--- config.mk ---
export PLATFORM = sky130hd
export DESIGN_NAME = lcd_text_ctrl
export DESIGN_NICKNAME = d
export VERILOG_FILES = /design/src/rtl/lcd_text_ctrl.sv
export SDC_FILE = /design/constraint.sdc
export NUM_CORES = 1
export LEC_CHECK = 0
export BUFFER_PORTS_ARGS = -buffer_cell sky130_fd_sc_hd__buf_2
export CORE_MARGIN = 1
export CORE_UTILIZATION = 55
export DETAILED_ROUTE_END_ITERATION = 16
export MAX_ROUTING_LAYER = met4
export PLACE_DENSITY = 0.76
export SYNTH_ARGS = -nofsm -noshare
export SYNTH_HDL_FRONTEND = slang
export SYNTH_SLANG_ARGS = --single-unit
--- constraint.sdc ---
create_clock -name clock -period 3.2 [get_ports clock]
set_input_delay 0.48 -clock clock [delete_from_list [all_inputs] [get_ports clock]]
set_output_delay 0.48 -clock clock [all_outputs]
set_load 0.02 [all_outputs]
--- src/rtl/lcd_text_ctrl.sv ---
// HD44780-class character-LCD text terminal: panel init, then FIFO bytes
// rendered as a ROWS x COLS terminal with wrap, newline, backspace and clear.
module lcd_text_ctrl #(
    parameter int unsigned ROWS   = 2,
    parameter int unsigned COLS   = 16,
    parameter int unsigned T_PWR  = 750000,
    parameter int unsigned T_AS   = 2,
    parameter int unsigned T_EN   = 12,
    parameter int unsigned T_WAIT = 2500,
    parameter int unsigned T_CLR  = 100000,
    localparam int unsigned ROW_W = (ROWS > 1) ? $clog2(ROWS) : 1,
    localparam int unsigned COL_W = $clog2(COLS + 1)
) (
    input  logic             clock,
    input  logic             reset,
    input  logic             start,
    input  logic [7:0]       fifo_data,
    input  logic             fifo_empty,
    output logic             fifo_rd,
    output logic [7:0]       lcd_data,
    output logic             lcd_rs,
    output logic             lcd_rw,
    output logic             lcd_en,
    output logic             ready,
    output logic             busy,
    output logic [ROW_W-1:0] cursor_row,
    output logic [COL_W-1:0] cursor_col
);

    localparam int unsigned T_MAX_A  = (T_PWR > T_CLR) ? T_PWR : T_CLR;
    localparam int unsigned T_MAX_B  = (T_WAIT > T_EN) ? T_WAIT : T_EN;
    localparam int unsigned T_MAX_C  = (T_MAX_B > T_AS) ? T_MAX_B : T_AS;
    localparam int unsigned T_MAX    = (T_MAX_A > T_MAX_C) ? T_MAX_A : T_MAX_C;
    localparam int unsigned CNT_W    = $clog2(T_MAX + 1);
    localparam int unsigned LAST_ROW = ROWS - 1;

    localparam logic [7:0] CMD_FUNC  = (ROWS == 1) ? 8'h30 : 8'h38;
    localparam logic [7:0] CMD_DISP  = 8'h0C;
    localparam logic [7:0] CMD_ENTRY = 8'h06;
    localparam logic [7:0] CMD_CLEAR = 8'h01;

    typedef enum logic [2:0] {
        S_IDLE,
        S_PWR,
        S_INIT,
        S_READY,
        S_EXEC
    } state_t;

    typedef enum logic [1:0] {
        PH_SETUP,
        PH_PULSE,
        PH_HOLD
    } phase_t;

    typedef struct packed {
        logic       rs;
        logic [7:0] data;
    } txn_t;

    // Transaction list and resulting cursor for one received byte
    typedef struct packed {
        logic [1:0]       n;
        txn_t [2:0]       t;
        logic [ROW_W-1:0] row;
        logic [COL_W-1:0] col;
    } plan_t;

    state_t           state, state_d;
    phase_t           phase, phase_d;
    logic [CNT_W-1:0] cnt, cnt_d;
    logic [1:0]       idx, idx_d;
    logic [2:0]       n, n_d;
    txn_t [3:0]       txn, txn_d;
    logic [ROW_W-1:0] pend_row, pend_row_d;
    logic [COL_W-1:0] pend_col, pend_col_d;

    logic             fifo_rd_d;
    logic [7:0]       lcd_data_d;
    logic             lcd_rs_d;
    logic             lcd_en_d;
    logic             ready_d;
    logic             busy_d;
    logic [ROW_W-1:0] cursor_row_d;
    logic [COL_W-1:0] cursor_col_d;

    plan_t            plan;
    txn_t             cur;
    txn_t             nxt;
    logic             is_clear;
    logic [2:0]       idx_next;

    assign lcd_rw = 1'b0;

    // DDRAM set-address command for a (row, col) position
    function automatic logic [7:0] set_addr(input int unsigned r, input int unsigned c);
        int unsigned a;
        a = (r % 2) * 32'h40 + (r / 2) * COLS + c;
        return 8'h80 | 8'(a);
    endfunction

    // Translate one byte at the current cursor into bus transactions
    function automatic plan_t decode(input logic [7:0] b,
                                     input logic [ROW_W-1:0] row,
                                     input logic [COL_W-1:0] col);
        plan_t       p;
        int unsigned r;
        int unsigned c;
        p = '0;
        r = 32'(row);
        c = 32'(col);
        if (b >= 8'h20 && b <= 8'h7E) begin
            p.n    = 2'd1;
            p.t[0] = {1'b1, b};
            c      = c + 1;
            if (c == COLS) begin
                p.n = 2'd2;
                if (r < LAST_ROW) begin
                    r      = r + 1;
                    c      = 0;
                    p.t[1] = {1'b0, set_addr(r, c)};
                end else begin
                    r      = 0;
                    c      = 0;
                    p.t[1] = {1'b0, CMD_CLEAR};
                end
            end
        end else if (b == 8'h0A) begin
            p.n = 2'd1;
            if (r < LAST_ROW) begin
                r      = r + 1;
                c      = 0;
                p.t[0] = {1'b0, set_addr(r, c)};
            end else begin
                r      = 0;
                c      = 0;
                p.t[0] = {1'b0, CMD_CLEAR};
            end
        end else if (b == 8'h08) begin
            if (c > 0 || r > 0) begin
                if (c > 0) begin
                    c = c - 1;
                end else begin
                    r = r - 1;
                    c = COLS - 1;
                end
                p.n    = 2'd3;
                p.t[0] = {1'b0, set_addr(r, c)};
                p.t[1] = {1'b1, 8'h20};
                p.t[2] = {1'b0, set_addr(r, c)};
            end
        end else if (b == 8'h0C) begin
            p.n    = 2'd1;
            p.t[0] = {1'b0, CMD_CLEAR};
            r      = 0;
            c      = 0;
        end
        p.row = ROW_W'(r);
        p.col = COL_W'(c);
        return p;
    endfunction

    // State and registered outputs
    always_ff @(posedge clock) begin
        if (reset) begin
            state      <= S_IDLE;
            phase      <= PH_SETUP;
            cnt        <= '0;
            idx        <= '0;
            n          <= '0;
            txn        <= '0;
            pend_row   <= '0;
            pend_col   <= '0;
            fifo_rd    <= 1'b0;
            lcd_data   <= '0;
            lcd_rs     <= 1'b0;
            lcd_en     <= 1'b0;
            ready      <= 1'b0;
            busy       <= 1'b0;
            cursor_row <= '0;
            cursor_col <= '0;
        end else begin
            state      <= state_d;
            phase      <= phase_d;
            cnt        <= cnt_d;
            idx        <= idx_d;
            n          <= n_d;
            txn        <= txn_d;
            pend_row   <= pend_row_d;
            pend_col   <= pend_col_d;
            fifo_rd    <= fifo_rd_d;
            lcd_data   <= lcd_data_d;
            lcd_rs     <= lcd_rs_d;
            lcd_en     <= lcd_en_d;
            ready      <= ready_d;
            busy       <= busy_d;
            cursor_row <= cursor_row_d;
            cursor_col <= cursor_col_d;
        end
    end

    // Next-state: sequencing, bus engine phases and cursor commit
    always_comb begin
        state_d      = state;
        phase_d      = phase;
        cnt_d        = cnt;
        idx_d        = idx;
        n_d          = n;
        txn_d        = txn;
        pend_row_d   = pend_row;
        pend_col_d   = pend_col;
        fifo_rd_d    = 1'b0;
        lcd_data_d   = lcd_data;
        lcd_rs_d     = lcd_rs;
        ready_d      = ready;
        cursor_row_d = cursor_row;
        cursor_col_d = cursor_col;

        plan     = decode(fifo_data, cursor_row, cursor_col);
        cur      = txn[idx];
        is_clear = !cur.rs && (cur.data == CMD_CLEAR);
        idx_next = 3'(idx) + 3'd1;
        nxt      = txn[2'(idx_next)];

        case (state)
            S_IDLE: begin
                if (start) begin
                    state_d = S_PWR;
                    cnt_d   = CNT_W'(T_PWR - 1);
                end
            end

            S_PWR: begin
                if (cnt != '0) begin
                    cnt_d = cnt - CNT_W'(1);
                end else begin
                    state_d    = S_INIT;
                    txn_d[0]   = {1'b0, CMD_FUNC};
                    txn_d[1]   = {1'b0, CMD_DISP};
                    txn_d[2]   = {1'b0, CMD_ENTRY};
                    txn_d[3]   = {1'b0, CMD_CLEAR};
                    n_d        = 3'd4;
                    idx_d      = '0;
                    phase_d    = PH_SETUP;
                    cnt_d      = CNT_W'(T_AS - 1);
                    lcd_rs_d   = 1'b0;
                    lcd_data_d = CMD_FUNC;
                end
            end

            S_READY: begin
                if (!fifo_empty) begin
                    fifo_rd_d  = 1'b1;
                    state_d    = S_EXEC;
                    txn_d[0]   = plan.t[0];
                    txn_d[1]   = plan.t[1];
                    txn_d[2]   = plan.t[2];
                    n_d        = 3'(plan.n);
                    idx_d      = '0;
                    pend_row_d = plan.row;
                    pend_col_d = plan.col;
                    if (plan.n != 2'd0) begin
                        phase_d    = PH_SETUP;
                        cnt_d      = CNT_W'(T_AS - 1);
                        lcd_rs_d   = plan.t[0].rs;
                        lcd_data_d = plan.t[0].data;
                    end else begin
                        phase_d = PH_HOLD;
                    end
                end
            end

            S_INIT, S_EXEC: begin
                if (n == 3'd0) begin
                    state_d = S_READY;
                end else if (cnt != '0) begin
                    cnt_d = cnt - CNT_W'(1);
                end else begin
                    case (phase)
                        PH_SETUP: begin
                            phase_d = PH_PULSE;
                            cnt_d   = CNT_W'(T_EN - 1);
                        end
                        PH_PULSE: begin
                            phase_d = PH_HOLD;
                            cnt_d   = is_clear ? CNT_W'(T_CLR - 1) : CNT_W'(T_WAIT - 1);
                        end
                        default: begin
                            if (idx_next < n) begin
                                idx_d      = 2'(idx_next);
                                phase_d    = PH_SETUP;
                                cnt_d      = CNT_W'(T_AS - 1);
                                lcd_rs_d   = nxt.rs;
                                lcd_data_d = nxt.data;
                            end else begin
                                state_d = S_READY;
                                if (state == S_INIT) begin
                                    ready_d = 1'b1;
                                end else begin
                                    cursor_row_d = pend_row;
                                    cursor_col_d = pend_col;
                                end
                            end
                        end
                    endcase
                end
            end

            default: state_d = S_IDLE;
        endcase

        lcd_en_d = ((state_d == S_INIT) || (state_d == S_EXEC)) && (phase_d == PH_PULSE);
        busy_d   = (state_d == S_PWR) || (state_d == S_INIT) || (state_d == S_EXEC);
    end

endmodule
==> flow_summary_export.csv <==
group,metric,value,unit
clock_network,postCtsSetupBuffers,0,
clock_network,cts-htree-levels,3,
critical_path,worstPathMaxFanout,18,
critical_path,r2r_start,"cnt[0]$_SDFFE_PP0P_",
detailed_routing,vias,5157,
yosys,synthCells,640,
clock_network,clock_path_buffers,2,
clock_network,cts_sinks,75,
clock_network,insertion_delay,360,ps
timing,max_freq,333,MHz
layout,areaGrowthSynthToFinish,10.2,%
detailed_routing,routed_wl,14.5,mm
timing,skew,14.9,ps
yosys,ys_async_sr_fraction,0,%
detailed_routing,wl_per_cell,18.6,µm
place,post_dp_cell_area,5180,µm²
detailed_routing,route.detailed.drc,0,
clock_network,cts_buffers,9,
timing,fin_crit_sh,94.0,%
floorplanning,dieArea,9250,µm²
layout,nets,693,
floorplanning,io_pins,32,
timing,setup-tns-final,0,ps
yosys,netlist_area,4880,µm²
floorplanning,start_util,58.2,%
timing,rsz0062_at_grt,"false",
flow_run,maxCapViolCount,0,
layout,n_antenna_cell,0,
critical_path,reg2reg_to,"cnt[8]$_SDFFE_PP0P_",
detailed_routing,routed_via_density,6.62,
detailed_routing,firstDrtPassIters,5,
yosys,avgSynthCellArea,7.62,µm²
layout,layoutNonFillerInstCount,779,
place,dp.cells,763,
layout,final_cell_area,5370,µm²
detailed_routing,drt.antenna.violating_nets,0,
hold_path,hold-path-endpoint,"cursor_col[2]$_SDFFE_PP0P_",
yosys,netlist.area_leader.share,30.8,%
pwr,power,2090,µW
global_route,grt_pass1_vias,4860,
global_route,overflow,0,
yosys,synth_warnings,0,
pwr,power_leakage,0.00203,µW
clock_network,clockRootBuffer,"clkbuf_8",
hold_path,holdCritPathClass,"flip-flop to flip-flop",
critical_path,crit_type,"flip-flop to flip-flop",
place,port-buffer-count,30,
timing,relSlewSlack,39.7,%
yosys,synthFlopType,"dfxtp_1",
clock_network,cts_tree,"done",
global_route,grt_max_degree,26,
critical_path,r2r_slack,190,ps
status,status,"complete, no violations",
critical_path,worstSetupStartpointType,"flip-flop",
clock_network,clkTransAtPathRegs,90,ps
floorplanning,core,8380,µm²
layout,utilization,64.1,%
detailed_routing,drt-initial-drc-count,381,
layout,drive_above_1_share,16.0,%
global_route,grtUsageTotal,34.4,%
floorplanning,die_h,96.2,µm
pwr,peakVddDrop,0.217,mV
layout,fillers,758,
critical_path,worstPathRequired,3480,ps
timing,worst_pin_slew,901,ps
timing,finalHoldViolations,0,
pwr,p_per_area,390,nW/µm²
yosys,synth-seq-area-share,30.8,%
critical_path,crit_path_end_kind,"flip-flop",
hold_path,min_path_cells,2,
place,gp_congestion,1.03,
floorplanning,rows,33,
hold_path,worstHoldStart,"pend_col[2]$_SDFFE_PP0P_",
timing,min_period,3010,ps
global_route,grt_antenna_before_repair,0,
yosys,synth-edff-count,0,
timing,drv_slew,0,
critical_path,reg2reg_depth,8,
yosys,yosysTopAreaCell,"dfxtp_1",
floorplanning,die_w,96.2,µm
critical_path,cp.arrival,3280,ps
place,dp_hpwl,10.5,mm
global_route,grt_pass1_wl,23.5,mm
clock_network,cts_hold_buf,0,
yosys,yosys.cell_types.count,78,
yosys,syn-num-nets,664,
yosys,synthTopCellsByArea,"dfxtp_1 31%, a21oi_1 7.3%, nor2_1 5.4%",
clock_network,cts_resized,0,
timing,setup_viol,0,
yosys,ys_ff_latch,75,
power by group:
group | internal (µW) | switching, µW | leakage (µW)
Clock | 294 | 414 | 0.0000886
Sequential | 969 | 32.7 | 0.000611
Combinational | 130 | 254 | 0.00133
placed cells by master (no fill, tap or decap), types with 3 or more instances in the layout:
| master | n |
|---|---|
| xor2_1 | 5 |
| dfxtp_1 | 74 |
| a21oi_1 | 71 |
| a21o_1 | 8 |
| o21ai_1 | 4 |
| mux2i_1 | 7 |
| nor2b_1 | 5 |
| a22oi_1 | 8 |
| inv_6 | 3 |
| nand3_1 | 25 |
| a2bb2oi_1 | 3 |
| buf_2 | 30 |
| a31o_2 | 4 |
| nor3b_1 | 6 |
| nand4_1 | 4 |
| o32ai_1 | 3 |
| nor4_1 | 7 |
| ha_1 | 12 |
| nor3_1 | 24 |
| a211oi_1 | 13 |
| nor4b_1 | 4 |
| nand2_1 | 48 |
| a31oi_1 | 13 |
| buf_4 | 27 |
| or2_2 | 7 |
| o21bai_1 | 3 |
| or4_1 | 6 |
| o21ai_0 | 45 |
| clkbuf_8 | 9 |
| nor2_1 | 70 |
| o21a_1 | 6 |
| or3_1 | 12 |
| nand2b_1 | 5 |
| inv_1 | 21 |
| and2_1 | 6 |
| a221oi_1 | 4 |
| o31ai_1 | 10 |
| mux2_2 | 5 |
logic make-up (layout without fill, tap and decap cells):
logic type               Yosys count  count (layout)  synth area share (%)
buffers and inverters             61              95                  5.44
AO/OA/AOI/OAI                    228             228                  30.6
adder cells (fa/ha/maj)           12              12                  3.08
AND/OR/NAND/NOR                  243             243                  25.7
flip-flops                        75              75                  30.8
multiplexers                      13              13                  3.05
other                              1               1                0.0769
XOR/XNOR                           7               7                  1.26
flip-flops by register name, indices dropped and copies added (netlist names):
register / count
busy: 1
cnt: 20
cursor_col: 5
cursor_row: 1
fifo_rd: 1
idx: 2
lcd_data: 8
lcd_en: 1
lcd_rs: 1
n: 2
pend_col: 5
pend_row: 1
phase: 2
ready: 1
state: 3
txn: 21
area by class of cell:
cell class | count | area [µm²] | area share, %
clock buffers | 9 | 124 | 2.31
multi-input cells | 504 | 3120 | 58.1
flip-flops and latches | 75 | 1500 | 28.0
clock inverters | 7 | 57.6 | 1.07
well taps | 105 | 131 | 2.44
repair buffers | 57 | 353 | 6.57
inverters | 22 | 82.6 | 1.54
worst max-delay path, stage by stage (launching register included):
cell     delay (ps)
dfxtp_1         330
inv_1           110
ha_1            220
or3b_1          520
nor4_4          490
a21oi_2         150
o32ai_4         700
a21oi_1         150
o32ai_1         250
Yosys cell counts (12+ instances only):
library cell,instances
inv_1,21
ha_1,12
a21oi_1,71
nand3_1,25
clkbuf_1,32
o21ai_0,45
dfxtp_1,75
nor2_1,70
nor3_1,24
or3_1,12
a211oi_1,13
a31oi_1,13
nand2_1,48
worst max path at each step:
stage / startpoint / to / slack, ps / cells after the start
floorplan: cursor_col[1]$_SDFFE_PP0P_ / cnt[7]$_SDFFE_PP0P_ / 30 / 13
global placement: cursor_col[0]$_SDFFE_PP0P_ / cnt[7]$_SDFFE_PP0P_ / 320 / 11
detailed placement: cursor_col[1]$_SDFFE_PP0P_ / cnt[7]$_SDFFE_PP0P_ / 160 / 11
CTS: cursor_col[1]$_SDFFE_PP0P_ / cnt[7]$_SDFFE_PP0P_ / 140 / 11
global route: cursor_col[1]$_SDFFE_PP0P_ / cnt[8]$_SDFFE_PP0P_ / 40 / 11
finish: cnt[0]$_SDFFE_PP0P_ / cnt[8]$_SDFFE_PP0P_ / 190 / 8
metal layers:
metal  global-route usage [%]  vias up  share of wire, %
met1                     40.5     2419                41
met2                     55.8      256                48
met4                     17.9        0               3.7
met5                        -        -                 0
met3                     6.40       49               7.3
li1                         -     2433                 -
through the flow:
stage	setup WS, ps	hold WS (ps)
after floorplan	29.0	425
after global placement	320	441
after detailed placement	161	440
after CTS	140	453
after global routing	43.0	463
final	193	453
Note: power is estimated with default switching activity, not from simulation.
